### src/rtl/decoder_stream_if.sv
// Command/beat handshake bundle for decoder_stream: index commands in, decoded words out.
// The master drives commands and accepts beats; the slave is the decoder.
interface decoder_stream_if #(
  parameter int OP_WIDTH = 4
);
  localparam int IP_SIZE = $clog2(OP_WIDTH);

  logic                en;
  logic                in_valid;
  logic                in_ready;
  logic [IP_SIZE-1:0]  a;
  logic                burst;
  logic                out_valid;
  logic                out_ready;
  logic [OP_WIDTH-1:0] op;
  logic                out_last;
  logic                err;

  modport master (
    output en, in_valid, a, burst, out_ready,
    input  in_ready, out_valid, op, out_last, err
  );

  modport slave (
    input  en, in_valid, a, burst, out_ready,
    output in_ready, out_valid, op, out_last, err
  );
endinterface

### src/rtl/decoder_stream.sv
// Streaming binary-to-one-hot/thermometer decoder with optional burst expansion
// of one command into a walking sequence of words up to the top line.
module decoder_stream #(
  parameter int OP_WIDTH    = 4,
  parameter int THERMOMETER = 0
) (
  input  logic             clk,
  input  logic             rst,
  decoder_stream_if.slave  io
);
  localparam int IP_SIZE = $clog2(OP_WIDTH);
  localparam logic [IP_SIZE-1:0] LAST_IDX = IP_SIZE'(OP_WIDTH - 1);

  typedef enum logic {IDLE, SWEEP} state_e;

  state_e              state_q, state_d;
  logic [IP_SIZE-1:0]  cur_idx_q, cur_idx_d;
  logic                en_q, en_d;
  logic [OP_WIDTH-1:0] op_q, op_d;
  logic                out_last_q, out_last_d;
  logic                err_q, err_d;
  logic                out_valid_q, out_valid_d;
  logic                in_ready;

  function automatic logic [OP_WIDTH-1:0] decode(input logic [IP_SIZE-1:0] idx,
                                                 input logic enable);
    logic [OP_WIDTH-1:0] w;
    w = '0;
    if (enable) begin
      for (int i = 0; i < OP_WIDTH; i++) begin
        if (THERMOMETER != 0) w[i] = (i <= int'(idx));
        else                  w[i] = (i == int'(idx));
      end
    end
    return w;
  endfunction

  always_comb begin
    in_ready = (state_q == IDLE) && (!out_valid_q || io.out_ready) && !rst;
  end

  always_comb begin
    // NOTE: every _d starts from its _q so no path leaves a signal unassigned
    // (which would infer a latch) and idle cycles simply hold state.
    state_d     = state_q;
    cur_idx_d   = cur_idx_q;
    en_d        = en_q;
    op_d        = op_q;
    out_last_d  = out_last_q;
    err_d       = err_q;
    out_valid_d = out_valid_q;

    unique case (state_q)
      IDLE: begin
        if (io.in_valid && in_ready) begin
          out_valid_d = 1'b1;
          en_d        = io.en;
          if (int'(io.a) >= OP_WIDTH) begin
            // Out-of-range index collapses to one flagged, empty beat, even in burst.
            op_d       = '0;
            err_d      = 1'b1;
            out_last_d = 1'b1;
          end else begin
            op_d  = decode(io.a, io.en);
            err_d = 1'b0;
            if (io.burst && (io.a < LAST_IDX)) begin
              cur_idx_d  = io.a + 1'b1;
              out_last_d = 1'b0;
              state_d    = SWEEP;
            end else begin
              out_last_d = 1'b1;
            end
          end
        end else if (out_valid_q && io.out_ready) begin
          out_valid_d = 1'b0;
        end
      end

      SWEEP: begin
        if (io.out_ready) begin
          op_d  = decode(cur_idx_q, en_q);
          err_d = 1'b0;
          if (cur_idx_q == LAST_IDX) begin
            // Leave cur_idx parked so it never wraps past the top line.
            out_last_d = 1'b1;
            state_d    = IDLE;
          end else begin
            out_last_d = 1'b0;
            cur_idx_d  = cur_idx_q + 1'b1;
          end
        end
      end

      default: state_d = IDLE;
    endcase
  end

  // NOTE: sequential state uses non-blocking assignments so every flop samples
  // the pre-edge value of the others, independent of statement order.
  always_ff @(posedge clk) begin
    if (rst) begin
      state_q     <= IDLE;
      cur_idx_q   <= '0;
      en_q        <= 1'b0;
      op_q        <= '0;
      out_last_q  <= 1'b0;
      err_q       <= 1'b0;
      out_valid_q <= 1'b0;
    end else begin
      state_q     <= state_d;
      cur_idx_q   <= cur_idx_d;
      en_q        <= en_d;
      op_q        <= op_d;
      out_last_q  <= out_last_d;
      err_q       <= err_d;
      out_valid_q <= out_valid_d;
    end
  end

  always_comb begin
    io.in_ready  = in_ready;
    io.out_valid = out_valid_q;
    io.op        = op_q;
    io.out_last  = out_last_q;
    io.err       = err_q;
  end
endmodule
### src/flat_wrapper.sv
// flat-port wrapper written by rule: the top's interface ports become plain ports
module decoder_stream_flat 
#(
  parameter int OP_WIDTH    = 4,
  parameter int THERMOMETER = 0
)
  (clk, rst, io_en, io_in_valid, io_a, io_burst, io_out_ready, io_in_ready, io_out_valid, io_op, io_out_last, io_err);
  decoder_stream_if #(.OP_WIDTH(OP_WIDTH)) io_i ();
  input  logic clk;
  input  logic rst;
  input wire logic [$bits(io_i.en)-1:0] io_en;
  input wire logic [$bits(io_i.in_valid)-1:0] io_in_valid;
  input wire logic [$bits(io_i.a)-1:0] io_a;
  input wire logic [$bits(io_i.burst)-1:0] io_burst;
  input wire logic [$bits(io_i.out_ready)-1:0] io_out_ready;
  output wire logic [$bits(io_i.in_ready)-1:0] io_in_ready;
  output wire logic [$bits(io_i.out_valid)-1:0] io_out_valid;
  output wire logic [$bits(io_i.op)-1:0] io_op;
  output wire logic [$bits(io_i.out_last)-1:0] io_out_last;
  output wire logic [$bits(io_i.err)-1:0] io_err;
  assign io_i.en = io_en;
  assign io_i.in_valid = io_in_valid;
  assign io_i.a = io_a;
  assign io_i.burst = io_burst;
  assign io_i.out_ready = io_out_ready;
  assign io_in_ready = io_i.in_ready;
  assign io_out_valid = io_i.out_valid;
  assign io_op = io_i.op;
  assign io_out_last = io_i.out_last;
  assign io_err = io_i.err;
  decoder_stream #(.OP_WIDTH(OP_WIDTH), .THERMOMETER(THERMOMETER)) u_core (.clk(clk), .rst(rst), .io(io_i));
endmodule
### config.mk
export PLATFORM = sky130hd
export DESIGN_NAME = decoder_stream_flat
export DESIGN_NICKNAME = d
export VERILOG_FILES = /design/src/rtl/decoder_stream_if.sv /design/src/rtl/decoder_stream.sv /design/src/flat_wrapper.sv
export SDC_FILE = /design/constraint.sdc
export NUM_CORES = 1
export LEC_CHECK = 0
export CAP_MARGIN = 30
export CORE_AREA = 2 2 39 41
export CTS_CLUSTER_DIAMETER = 100
export CTS_CLUSTER_SIZE = 24
export DETAILED_ROUTE_END_ITERATION = 10
export DIE_AREA = 0 0 41 43
export PLACE_DENSITY_LB_ADDON = 0.15
export SETUP_SLACK_MARGIN = 0.5
export SYNTH_ARGS = -nofsm -noshare
export SYNTH_HDL_FRONTEND = slang
export SYNTH_SLANG_ARGS = --single-unit
export TNS_END_PERCENT = 30
### constraint.sdc
create_clock -name clk -period 3.89 [get_ports clk]
set_clock_uncertainty 0.2 [all_clocks]
set_input_delay 0.9725 -clock clk [delete_from_list [all_inputs] [get_ports clk]]
set_output_delay 0.9725 -clock clk [all_outputs]
set_load 0.05 [all_outputs]
Word level (Yosys, flattened, before mapping)
Index checks and enable logic that the tools add are counted.
{"block": "op_classes", "shifts": 0, "reduce_logical": 15, "multipliers": 0, "bitwise": 1, "div_mod_pow": 0, "n_addsub": 2, "n_mux": 25, "n_eq_ne": 11, "n_lt_le_gt_ge": 1}
{"op": "2-to-1 mux 4 bit", "n": 4}
{"op": "2-to-1 mux 1 bit", "n": 12}
{"op": "== test 2 bit (first input constant)", "n": 4}
{"op": "2-to-1 mux 2 bit", "n": 4}
{"op": "inequality test 2 bit (second input constant)", "n": 4}
{"op": "one-hot mux 4 bit (2 select lines)", "n": 1}
{"op": "one-hot mux 1 bit (2 select lines)", "n": 3}
{"op": "AND reduction 2 bit", "n": 3}
{"op": "logical AND 1 bit", "n": 5}
{"op": "adder 2 x 1 -> 2 bit (second input constant)", "n": 2}
{"op": "== test 1 x 2 -> 1 bit (first input constant)", "n": 2}
{"op": "logical NOT 2 bit", "n": 2}
{"op": "one-hot mux 2 bit (2 select lines)", "n": 1}
{"op": "AND reduction 4 bit", "n": 1}
{"op": "== test 2 bit (second input constant)", "n": 1}
{"op": "logical NOT 1 bit", "n": 2}
{"op": "< comparator 2 bit (second input constant)", "n": 1}
{"op": "nonzero test 2 bit", "n": 1}
{"op": "logical OR 1 bit", "n": 1}
{"op": "inverter 1 bit", "n": 1}
{"block": "word_totals", "ramBits": 0, "latch_bits": 0, "reg_bits": 11, "mem_bits_ro": 0, "mem_count": 0}

Longest topological paths before layout
{"block": "depth", "depth_word": 7, "depth_mapped": 6}

Worst setup path before layout
OpenSTA, ideal clock, no wires.
{"block": "synth_timing", "path_type": "input port to output port", "from": "input io_out_ready", "to": "output io_in_ready", "cell_stages": 2, "path_slack_ns": 0.483, "t_arrival_ns": 2.234, "cell_sequence": "inv_1 > a211oi_1"}
{"block": "synth_via", "elab_chain_cells": 3}
{"element": "start: declaration", "line": "flat_wrapper.sv:15", "source": "input wire logic [$bits(io_i.out_ready)-1:0] io_out_ready;"}
{"element": "logical OR 1 bit", "line": "decoder_stream.sv:39", "source": "in_ready = (state_q == IDLE) && (!out_valid_q || io.out_ready) && !rst;"}
{"element": "logical AND 1 bit (2 in series)", "line": "decoder_stream.sv:39"}
{"element": "end: declaration", "line": "flat_wrapper.sv:16", "source": "output wire logic [$bits(io_i.in_ready)-1:0] io_in_ready;"}
Every way passes these cells.

Final worst setup path
Ends and elaborated chain as after synthesis.

==> flow_summary.ini <==
[floorplanning]
die_h_um = 43
initial_core_util_pct = 42.5
die_area_um2 = 1760
die_w_um = 41
io_pins = 16
rows = 14
coreArea_um2 = 1380

[clock_network]
path_clk_slew_ps = 70
clock-root-buffer = clkbuf_4
clock_latency_ps = 280
cts_buffers = 3
h-tree-depth = 1
cts_tree = done
post_cts_buffers = 0
ctsResizeCount = 0
hold_buffers = 0
clock_sinks = 10
cts_buffer_depth = 2

[sta]
fin_crit_sh_pct = 83.3
rsz0062_at_grt = false
slew_headroom_pct = 60.3
worst_pin_slew_ps = 595
setup_violations = 0
tns_ps = 0
period_needed_ps = 3240
hold_viol_final = 0
max_clock_freq_ghz = 0.309
slew_violations = 0

[synthesis]
synth_compound_area_share_pct = 21.9
synth-adder-area-share_pct = 0
synth_mux_area_share_pct = 10.2
syn-cell-area_um2 = 588
yosysWarnings = 0
synth_edf_count = 0
syn_nets = 74
synth_top_family_by_area = compound AO/OA/AOI/OAI gates
synth_ff_type = dfxtp_1
synth-async-reset-ratio_pct = 0
synth_xor_area_share_pct = 2.98
ys_types = 36
synth-simple-area-share_pct = 20.2
synth_cells = 66
synth-seq-cells = 10
synth-seq-area-share_pct = 34.0
syn_avg_cell_area_um2 = 8.91

[worst_setup_path]
start_kind = input port
crit_type = input port to output pin
r2r_slack_ps = 1890
r2r-end = u_core.cur_idx_q[0]$_SDFFE_PP0P_
cp_data_required_time_ps = 2720
reg2reg_depth = 3
timing.rr.start = u_core.state_q$_SDFF_PP0_
cp_data_arrival_time_ps = 2070
cp-end-kind = output pin
crit_fanout = 3

[routing]
drtIter0Drc = 2
first_pass_iters = 3
viasPerCell = 5.28
drt-total-wl_um = 1210
drc = 0
wl_per_cell_um = 12.8
drtAntennaViolNets = 0
vias = 502

[cells_and_area]
nets = 88
drive_above_1_share_pct = 15.2
n_antenna_cell = 0
syn2layout_area_growth_pct = 29.8
fillers = 141
finish.utilization_pct = 55.2

[job]
maxCapViolCount = 0

[power_and_ir_drop]
ir_drop_mv = 0.254
p_per_area_nw_per_um2 = 366
power.leakage_nw = 0.289

[placement]
io_buffers = 14
place.gp.congestion = 0.706
dp_hpwl_um = 882

[worst_hold_path]
min_delay_path_depth = 2
hold_end = u_core.io.op[2]$_SDFFE_PP0P_
hp-start = u_core.io.op[2]$_SDFFE_PP0P_
hp-class = register to register

[run_status]
status = complete, no violations

[grt]
grt_pass1_vias = 479
grt_pass1_wl_um = 2070
grt_start_max_net_pins = 17
globalRouteOverflowTotal = 0
grtUsageTotal_pct = 17.6
antenna_found_initial = 0
worst max-delay path, stage by stage:
cell and delay [ps]:
clkdlybuf4s50_1 520, inv_1 100, a211oi_2 290, buf_12 170
stage by stage:
stage	setup WS (ps)	area, um^2	total power (W)	std cells	hold WS, ps
final	650	763	0.000279	95	294
after global routing	574	763	0.000291	95	365
after CTS	642	763	0.000283	95	302
after detailed placement	646	727	0.000184	91	290
after global placement	671	727	0.000184	91	279
after floorplan	956	593	0.000163	66	283
where the power goes:
part | switching, W | internal (W) | total [W]
sequential | 0.00000773 | 0.000108 | 0.000115
clock | 0.0000410 | 0.0000570 | 0.0000980
combinational | 0.0000362 | 0.0000296 | 0.0000658
total | 0.0000850 | 0.000194 | 0.000279
layout by cell type (no fill, tap or decap), types with 2 or more instances in the layout:
master and count:
nand3b_1 2, o21ai_0 2, a21oi_1 2, clkbuf_4 3
nor2_1 8, inv_1 4, dfxtp_1 10, clkdlybuf4s50_1 13
mux2i_1 6, nand2_1 2
cells in the mapped netlist (2+ instances only):
master,number,area (um^2)
buf_6,2,22.5
inv_1,4,15.0
nor2_1,8,30.0
dfxtp_1,10,200
a21oi_1,2,10.0
nand2_1,2,7.51
nand3b_1,2,15.0
o21ai_0,2,10.0
mux2i_1,6,60.1
buf_2,2,10.0
state kept, by name (all words and copies together) (netlist names):
name,flops
u_core.en_q,1
u_core.io.out_valid,1
u_core.io.op,4
u_core.cur_idx_q,2
u_core.io.out_last,1
u_core.state_q,1
layer usage:
layer	track usage, %	vias up	part of all wire (%)
li1	-	257	-
met1	24.9	228	48
met2	22.8	12	43
met3	3.66	5	5.1
met4	12.0	0	3.1
met5	0	-	0
logic make-up (layout without fill, tap and decap cells):
kind of cell / count (synthesis) / count (layout)
and+or+nand+nor: 21 / 21
AOI/OAI and AO/OA: 16 / 16
DFF: 10 / 10
buffers and inverters: 10 / 23
muxes: 6 / 6
xor gates and xnor gates: 2 / 2
other: 1 / 1
area by class of cell:
| cell class | count | area [um^2] | share of cell area (%) |
|---|---|---|---|
| timing repair buffer | 15 | 158 | 20.7 |
| inverter | 4 | 15.0 | 1.97 |
| tap | 16 | 20.0 | 2.62 |
| multi-input combinational | 46 | 334 | 43.8 |
| sequential | 10 | 200 | 26.2 |
| clock buffer | 4 | 36.3 | 4.75 |
how the worst max path moves through the flow:
stage	endpoint	slack, ps	cells after the start	startpoint
after floorplan	io_in_ready	960	2	io_out_ready
after global placement	io_in_ready	670	4	io_out_ready
after detailed placement	io_in_ready	650	4	io_out_ready
after CTS	io_in_ready	640	4	io_out_ready
after global routing	io_in_ready	570	4	io_out_ready
final	io_in_ready	650	4	io_out_ready
(Power assumes the default switching activity.)
